### config.mk
export PLATFORM = sky130hd
export DESIGN_NAME = icache_refill_flat
export DESIGN_NICKNAME = d
export VERILOG_FILES = /design/src/rtl/icache_refill_pkg.sv /design/src/rtl/icache_refill_if.sv /design/src/rtl/icache_refill.sv /design/src/flat_wrapper.sv
export SDC_FILE = /design/constraint.sdc
export NUM_CORES = 1
export LEC_CHECK = 0
export ABC_AREA = 0
export CAP_MARGIN = 20
export CORE_MARGIN = 8
export CORE_UTILIZATION = 44
export DETAILED_ROUTE_END_ITERATION = 8
export PLACE_DENSITY = 0.8
export SKIP_CTS_REPAIR_TIMING = 1
export SLEW_MARGIN = 20
export SYNTH_ARGS = -nofsm -noshare
export SYNTH_HDL_FRONTEND = slang
export SYNTH_SLANG_ARGS = --single-unit
### constraint.sdc
create_clock -name clk -period 2.2 [get_ports clk]
set_input_delay 0.22 -clock clk [delete_from_list [all_inputs] [get_ports clk]]
set_output_delay 0.22 -clock clk [all_outputs]
set_load 0.02 [all_outputs]
### src/rtl/icache_refill_pkg.sv
// Shared constants for the instruction-cache refill path: AXI widths,
// line geometry and AXI response encodings.
package icache_refill_pkg;

    localparam int AXI_ADDR_WIDTH    = 32;
    localparam int ICACHE_LINE_SIZE  = 32;
    localparam int ICACHE_LINE_WORDS = ICACHE_LINE_SIZE / 4;

    localparam logic [1:0] AXI_RESP_OKAY   = 2'b00;
    localparam logic [1:0] AXI_RESP_SLVERR = 2'b10;
    localparam logic [1:0] AXI_RESP_DECERR = 2'b11;

endpackage

### src/rtl/icache_refill_if.sv
// AXI read-channel bundle (AR + R only) between the refill master and the
// instruction-memory slave.
interface axi_read_if
    import icache_refill_pkg::*;
#(
    parameter int ADDR_W = AXI_ADDR_WIDTH
);

    logic [ADDR_W-1:0] araddr;
    logic [7:0]        arlen;
    logic              arvalid;
    logic              arready;
    logic [31:0]       rdata;
    logic [1:0]        rresp;
    logic              rlast;
    logic              rvalid;
    logic              rready;

    modport master (
        output araddr, arlen, arvalid, rready,
        input  arready, rdata, rresp, rlast, rvalid
    );

    modport slave (
        input  araddr, arlen, arvalid, rready,
        output arready, rdata, rresp, rlast, rvalid
    );

endinterface

### src/rtl/icache_refill.sv
// Instruction-cache line refill: one INCR burst per miss, beats assembled
// into a full line and handed back to the icache in a single-cycle pulse.
//
// state   | meaning
// --------+---------------------------------------------------------------
// IDLE    | ready for a miss; line buffer/counter/error cleared on accept
// AR      | address phase, arvalid held with stable araddr/arlen
// R       | data phase, rready high, beats written into the line buffer
// RESP    | resp_valid pulse with line and error flag; back to IDLE
module icache_refill
    import icache_refill_pkg::*;
#(
    parameter int ADDR_W     = AXI_ADDR_WIDTH,
    parameter int LINE_BYTES = ICACHE_LINE_SIZE
) (
    input  logic                    clk,
    input  logic                    rst_n,
    input  logic                    req_valid,
    output logic                    req_ready,
    input  logic [ADDR_W-1:0]       req_addr,
    output logic                    resp_valid,
    output logic [LINE_BYTES*8-1:0] resp_data,
    output logic                    resp_err,
    axi_read_if.master              axi_if
);

    localparam int BEATS = LINE_BYTES / 4;
    localparam int CNT_W = $clog2(BEATS) + 1;
    localparam logic [ADDR_W-1:0] LINE_MASK = ADDR_W'(LINE_BYTES - 1);
    localparam logic [7:0]        ARLEN     = 8'(BEATS - 1);
    localparam logic [CNT_W-1:0]  LAST_BEAT = CNT_W'(BEATS - 1);

    typedef enum logic [1:0] {
        ST_IDLE = 2'd0,
        ST_AR   = 2'd1,
        ST_R    = 2'd2,
        ST_RESP = 2'd3
    } state_t;

    state_t                  state_q;
    logic [ADDR_W-1:0]       araddr_q;
    logic [7:0]              arlen_q;
    logic                    arvalid_q;
    logic                    rready_q;
    logic                    resp_valid_q;
    logic                    err_q;
    logic [CNT_W-1:0]        beat_q;
    logic [LINE_BYTES*8-1:0] line_q;

    logic beat_fire;
    logic beat_term;
    logic beat_err;

    // Per-beat termination and error classification for the data phase.
    always_comb begin
        beat_fire = axi_if.rvalid && rready_q;
        beat_term = (beat_q == LAST_BEAT) || axi_if.rlast;
        beat_err  = (axi_if.rresp != AXI_RESP_OKAY)
                 || (axi_if.rlast && (beat_q != LAST_BEAT))
                 || (!axi_if.rlast && (beat_q == LAST_BEAT));
    end

    // Refill sequencer; all bus and response outputs are registered here.
    always_ff @(posedge clk) begin
        if (!rst_n) begin
            state_q      <= ST_IDLE;
            araddr_q     <= '0;
            arlen_q      <= '0;
            arvalid_q    <= 1'b0;
            rready_q     <= 1'b0;
            resp_valid_q <= 1'b0;
            err_q        <= 1'b0;
            beat_q       <= '0;
            line_q       <= '0;
        end else begin
            case (state_q)
                ST_IDLE: begin
                    if (req_valid) begin
                        araddr_q  <= req_addr & ~LINE_MASK;
                        arlen_q   <= ARLEN;
                        arvalid_q <= 1'b1;
                        line_q    <= '0;
                        beat_q    <= '0;
                        err_q     <= 1'b0;
                        state_q   <= ST_AR;
                    end
                end
                ST_AR: begin
                    if (axi_if.arready) begin
                        arvalid_q <= 1'b0;
                        rready_q  <= 1'b1;
                        state_q   <= ST_R;
                    end
                end
                ST_R: begin
                    if (beat_fire) begin
                        for (int i = 0; i < BEATS; i++) begin
                            if (beat_q == CNT_W'(i)) begin
                                line_q[i*32 +: 32] <= axi_if.rdata;
                            end
                        end
                        beat_q <= beat_q + 1'b1;
                        err_q  <= err_q | beat_err;
                        // rready drops with the final beat so a missing
                        // rlast cannot pull in beats past the line.
                        if (beat_term) begin
                            rready_q     <= 1'b0;
                            resp_valid_q <= 1'b1;
                            state_q      <= ST_RESP;
                        end
                    end
                end
                ST_RESP: begin
                    resp_valid_q <= 1'b0;
                    state_q      <= ST_IDLE;
                end
                default: begin
                    state_q <= ST_IDLE;
                end
            endcase
        end
    end

    assign req_ready      = (state_q == ST_IDLE);
    assign resp_valid     = resp_valid_q;
    assign resp_data      = line_q;
    assign resp_err       = err_q;
    assign axi_if.araddr  = araddr_q;
    assign axi_if.arlen   = arlen_q;
    assign axi_if.arvalid = arvalid_q;
    assign axi_if.rready  = rready_q;

endmodule

### src/flat_wrapper.sv
// flat-port wrapper written by rule: the top's interface ports become plain ports
module icache_refill_flat import icache_refill_pkg::*;
#(
    parameter int ADDR_W     = AXI_ADDR_WIDTH,
    parameter int LINE_BYTES = ICACHE_LINE_SIZE
)
  (clk, rst_n, req_valid, req_ready, req_addr, resp_valid, resp_data, resp_err, axi_if_araddr, axi_if_arlen, axi_if_arvalid, axi_if_rready, axi_if_arready, axi_if_rdata, axi_if_rresp, axi_if_rlast, axi_if_rvalid);
  axi_read_if #(.ADDR_W(ADDR_W)) axi_if_i ();
  input  logic clk;
  input  logic rst_n;
  input  logic req_valid;
  output logic req_ready;
  input  logic [ADDR_W-1:0] req_addr;
  output logic resp_valid;
  output logic [LINE_BYTES*8-1:0] resp_data;
  output logic resp_err;
  output wire logic [$bits(axi_if_i.araddr)-1:0] axi_if_araddr;
  output wire logic [$bits(axi_if_i.arlen)-1:0] axi_if_arlen;
  output wire logic [$bits(axi_if_i.arvalid)-1:0] axi_if_arvalid;
  output wire logic [$bits(axi_if_i.rready)-1:0] axi_if_rready;
  input wire logic [$bits(axi_if_i.arready)-1:0] axi_if_arready;
  input wire logic [$bits(axi_if_i.rdata)-1:0] axi_if_rdata;
  input wire logic [$bits(axi_if_i.rresp)-1:0] axi_if_rresp;
  input wire logic [$bits(axi_if_i.rlast)-1:0] axi_if_rlast;
  input wire logic [$bits(axi_if_i.rvalid)-1:0] axi_if_rvalid;
  assign axi_if_araddr = axi_if_i.araddr;
  assign axi_if_arlen = axi_if_i.arlen;
  assign axi_if_arvalid = axi_if_i.arvalid;
  assign axi_if_rready = axi_if_i.rready;
  assign axi_if_i.arready = axi_if_arready;
  assign axi_if_i.rdata = axi_if_rdata;
  assign axi_if_i.rresp = axi_if_rresp;
  assign axi_if_i.rlast = axi_if_rlast;
  assign axi_if_i.rvalid = axi_if_rvalid;
  icache_refill #(.ADDR_W(ADDR_W), .LINE_BYTES(LINE_BYTES)) u_core (.clk(clk), .rst_n(rst_n), .req_valid(req_valid), .req_ready(req_ready), .req_addr(req_addr), .resp_valid(resp_valid), .resp_data(resp_data), .resp_err(resp_err), .axi_if(axi_if_i));
endmodule
==> impl_metrics.yaml, run 1 <==
placement:
  portBuffers: 357
  postPlaceCellArea_um2: 13900
  hpwl_um: 24400
  place_congestion: 0.804
global_route:
  grt_usage_pct: 24.1
  grt_antenna_before_repair: 2
  grt-ovfl-total: 0
  grt_pass1_vias: 8715
  grt_pass1_wl_um: 53200
  grt_max_degree: 60
clock_tree:
  cts_buffers: 30
  clock_sinks: 294
  cts_tree: "done"
  clock_tree.root_cell: "clkbuf_16"
  clk_pin_slew_ns: 0.06
  clk_path_buf_depth: 3
  clock_latency_ns: 0.54
  htree_levels: 1
floorplanning:
  fp.dieW_um: 166
  core.rowCount: 55
  initial_utilization_pct: 44.3
  io_pins: 373
  dieArea_um2: 27600
  die_h_um: 166
  core_area_um2: 22400
timing:
  max_slew_margin_pct: 63.7
  worst_pin_slew_ns: 0.544
  fin_crit_sh_pct: 93.6
  fin_setup_tns_ns: 0
  slew_viol_final: 0
  finalCriticalPeriod_ns: 2.06
  rsz0062_at_grt: "no"
  worst_clock_skew_ns: 0.00988
  setup-violations-final: 0
  max_freq_mhz: 486
  hold_viol: 0
logic_synthesis:
  synth-main-ff-cell: "dfxtp_1"
  synth_cells: 865
  yosys_register_bits: 294
  yosysTopAreaCellShare_pct: 59.4
  syn_area_per_cell_um2: 11.5
  synth.yosys.seq_area_share_pct: 59.4
  yosysWarnings: 0
  synth.most_common_cell: "dfxtp_1"
  async_flop_share_pct: 0
  synth_edf_count: 0
  ys_types: 37
  yosys-top-cells-area: "dfxtp_1, o2bb2ai_1, nand2_1, mux2i_1, a21boi_0"
  netlist_area_um2: 9910
  synth_commonest_cells: "dfxtp_1, o2bb2ai_1, nand2_1"
  yosysTopAreaCell: "dfxtp_1"
job:
  cap_violations: 0
routing:
  antenna_left: 0
  routed_via_density: 5.41
  drtIter0Drc: 399
  vias: 8388
  drtPass1Iterations: 4
  post-route-drc-count: 0
  wire_per_inst_um: 22.5
  drt-total-wl_um: 34900
worst_setup_path:
  required_ns: 2.61
  cp-end-kind: "flip-flop"
  cp-start-kind: "flip-flop"
  cp_data_arrival_time_ns: 2.46
  worstSetupPathType: "reg -> reg"
  cp_max_fo: 10
power:
  p_seq_share_pct: 40.2
  p_sw_w: 0.00423
  ir_worst_vdd_mv: 0.745
  power_density_nw_per_um2: 933
  pwr-share-comb_pct: 24.2
  p_leak_nw: 5.32
  clkPwrFrac_pct: 35.6
  power_w: 0.0140
  switching_share_pct: 30.3
  internal_power_w: 0.00974
finish:
  drive_gt1_share_pct: 9.02
  syn_to_final_growth_pct: 51.2
  nFillCells: 1712
  nets: 1322
  fin_area_um2: 15000
  postLayoutCoreUtil_pct: 67.0
hold_path:
  hold_path.class: "in -> reg"
run_status:
  status: "completed"
-- worst paths after layout --
| check | to | startpoint | slack, ns | cells after the start |
|---|---|---|---|---|
| worst min register to register | u_core.resp_data[242]$_SDFFE_PN0P_ | u_core.resp_data[242]$_SDFFE_PN0P_ | 0.46 | 2 |
| worst min-delay path | u_core.resp_data[229]$_SDFFE_PN0P_ | rst_n | 0.21 | 4 |
| worst max register to register | u_core.resp_data[243]$_SDFFE_PN0P_ | u_core.state_q[0]$_SDFFE_PN0P_ | 0.14 | 9 |
| worst max-delay path | u_core.resp_data[243]$_SDFFE_PN0P_ | u_core.state_q[0]$_SDFFE_PN0P_ | 0.14 | 9 |
-- stage by stage --
step / instances / hold slack [ns] / setup WS (ns)
final: 1550 / 0.211 / 0.141
after global routing: 1550 / 0.217 / 0.0284
after CTS: 1546 / 0.192 / -0.0411
after detailed placement: 1491 / 0.445 / -0.0485
after global placement: 1491 / 0.440 / 0.00599
after floorplan: 874 / 0.365 / 0.239
-- flip-flops by register name, indices dropped and copies added, names as in the netlist --
signal	cells
u_core.axi_if.araddr	27
u_core.axi_if.arlen	1
u_core.axi_if.arvalid	1
u_core.axi_if.rready	1
u_core.beat_q	4
u_core.resp_data	256
u_core.resp_err	1
u_core.resp_valid	1
u_core.state_q	2
-- power groups by stage --
stage               logic (W)  clock network, W  registers [W]
global route          0.00361           0.00529        0.00564
CTS                   0.00323           0.00505        0.00561
floorplan             0.00174                 0        0.00592
detailed placement    0.00322                 0        0.00573
finish                0.00338           0.00498        0.00562
global placement      0.00317                 0        0.00572
-- cells by family (layout without fill, tap and decap cells) --
kind of cell | after synthesis | in the layout | synth area share, %
compound gates | 285 | 285 | 24.7
xor+xnor | 1 | 1 | 0.0884
fa+ha+maj | 9 | 9 | 1.14
buf+inv | 84 | 474 | 4.62
flops | 294 | 294 | 59.4
mux | 34 | 34 | 3.44
other cells | 1 | 11 | 0.0379
simple gates | 157 | 157 | 6.53
-- area by class of cell --
type,instances,area (um^2),area share (%)
flip-flops and latches,294,5890,39.3
well taps,285,357,2.38
diodes,1,2.50,0.0167
repair buffers,413,4130,27.5
clock inverters,12,101,0.677
clock buffers,43,881,5.88
multi-input cells,496,3600,24.1
inverters,6,22.5,0.150
-- critical path, cell delays in order (launching register included) --
cell and delay, ns:
dfxtp_2 0.33, inv_1 0.10, ha_1 0.21, a21boi_1 0.37, or2_4 0.25, buf_4 0.16
a21oi_4 0.03, buf_4 0.16, clkbuf_16 0.18, mux2i_1 0.12
-- routing by layer --
layer  global-route usage [%]  part of all wire (%)  vias up
li1                         -                     -     3910
met5                        0                 0.029        -
met3                     8.13                   9.3       79
met1                     28.0                    40     4029
met2                     40.4                    46      368
met4                     9.76                   3.9        2
-- cell usage in the layout (no fill, tap or decap), drive strengths merged, types with 3 or more instances in the layout --
cell type	Yosys	final
dfxtp	294	294
clkbuf	36	44
o21a	11	11
clkdlybuf4s50	0	355
inv	6	7
ha	9	9
conb	1	10
a2bb2o	25	25
nand2	131	131
a21oi	3	3
o2bb2ai	199	199
and2	3	3
clkinv	0	8
nand3	9	9
a21boi	39	39
mux2i	34	34
buf	42	56
Note: power is estimated with default switching activity, not from simulation.
==> run 2: changes to the inputs <==
- CTS_CLUSTER_SIZE: default -> 16
==> results of run 2 <==
The final DEF is identical to that of run 1; final timing and power are the same.
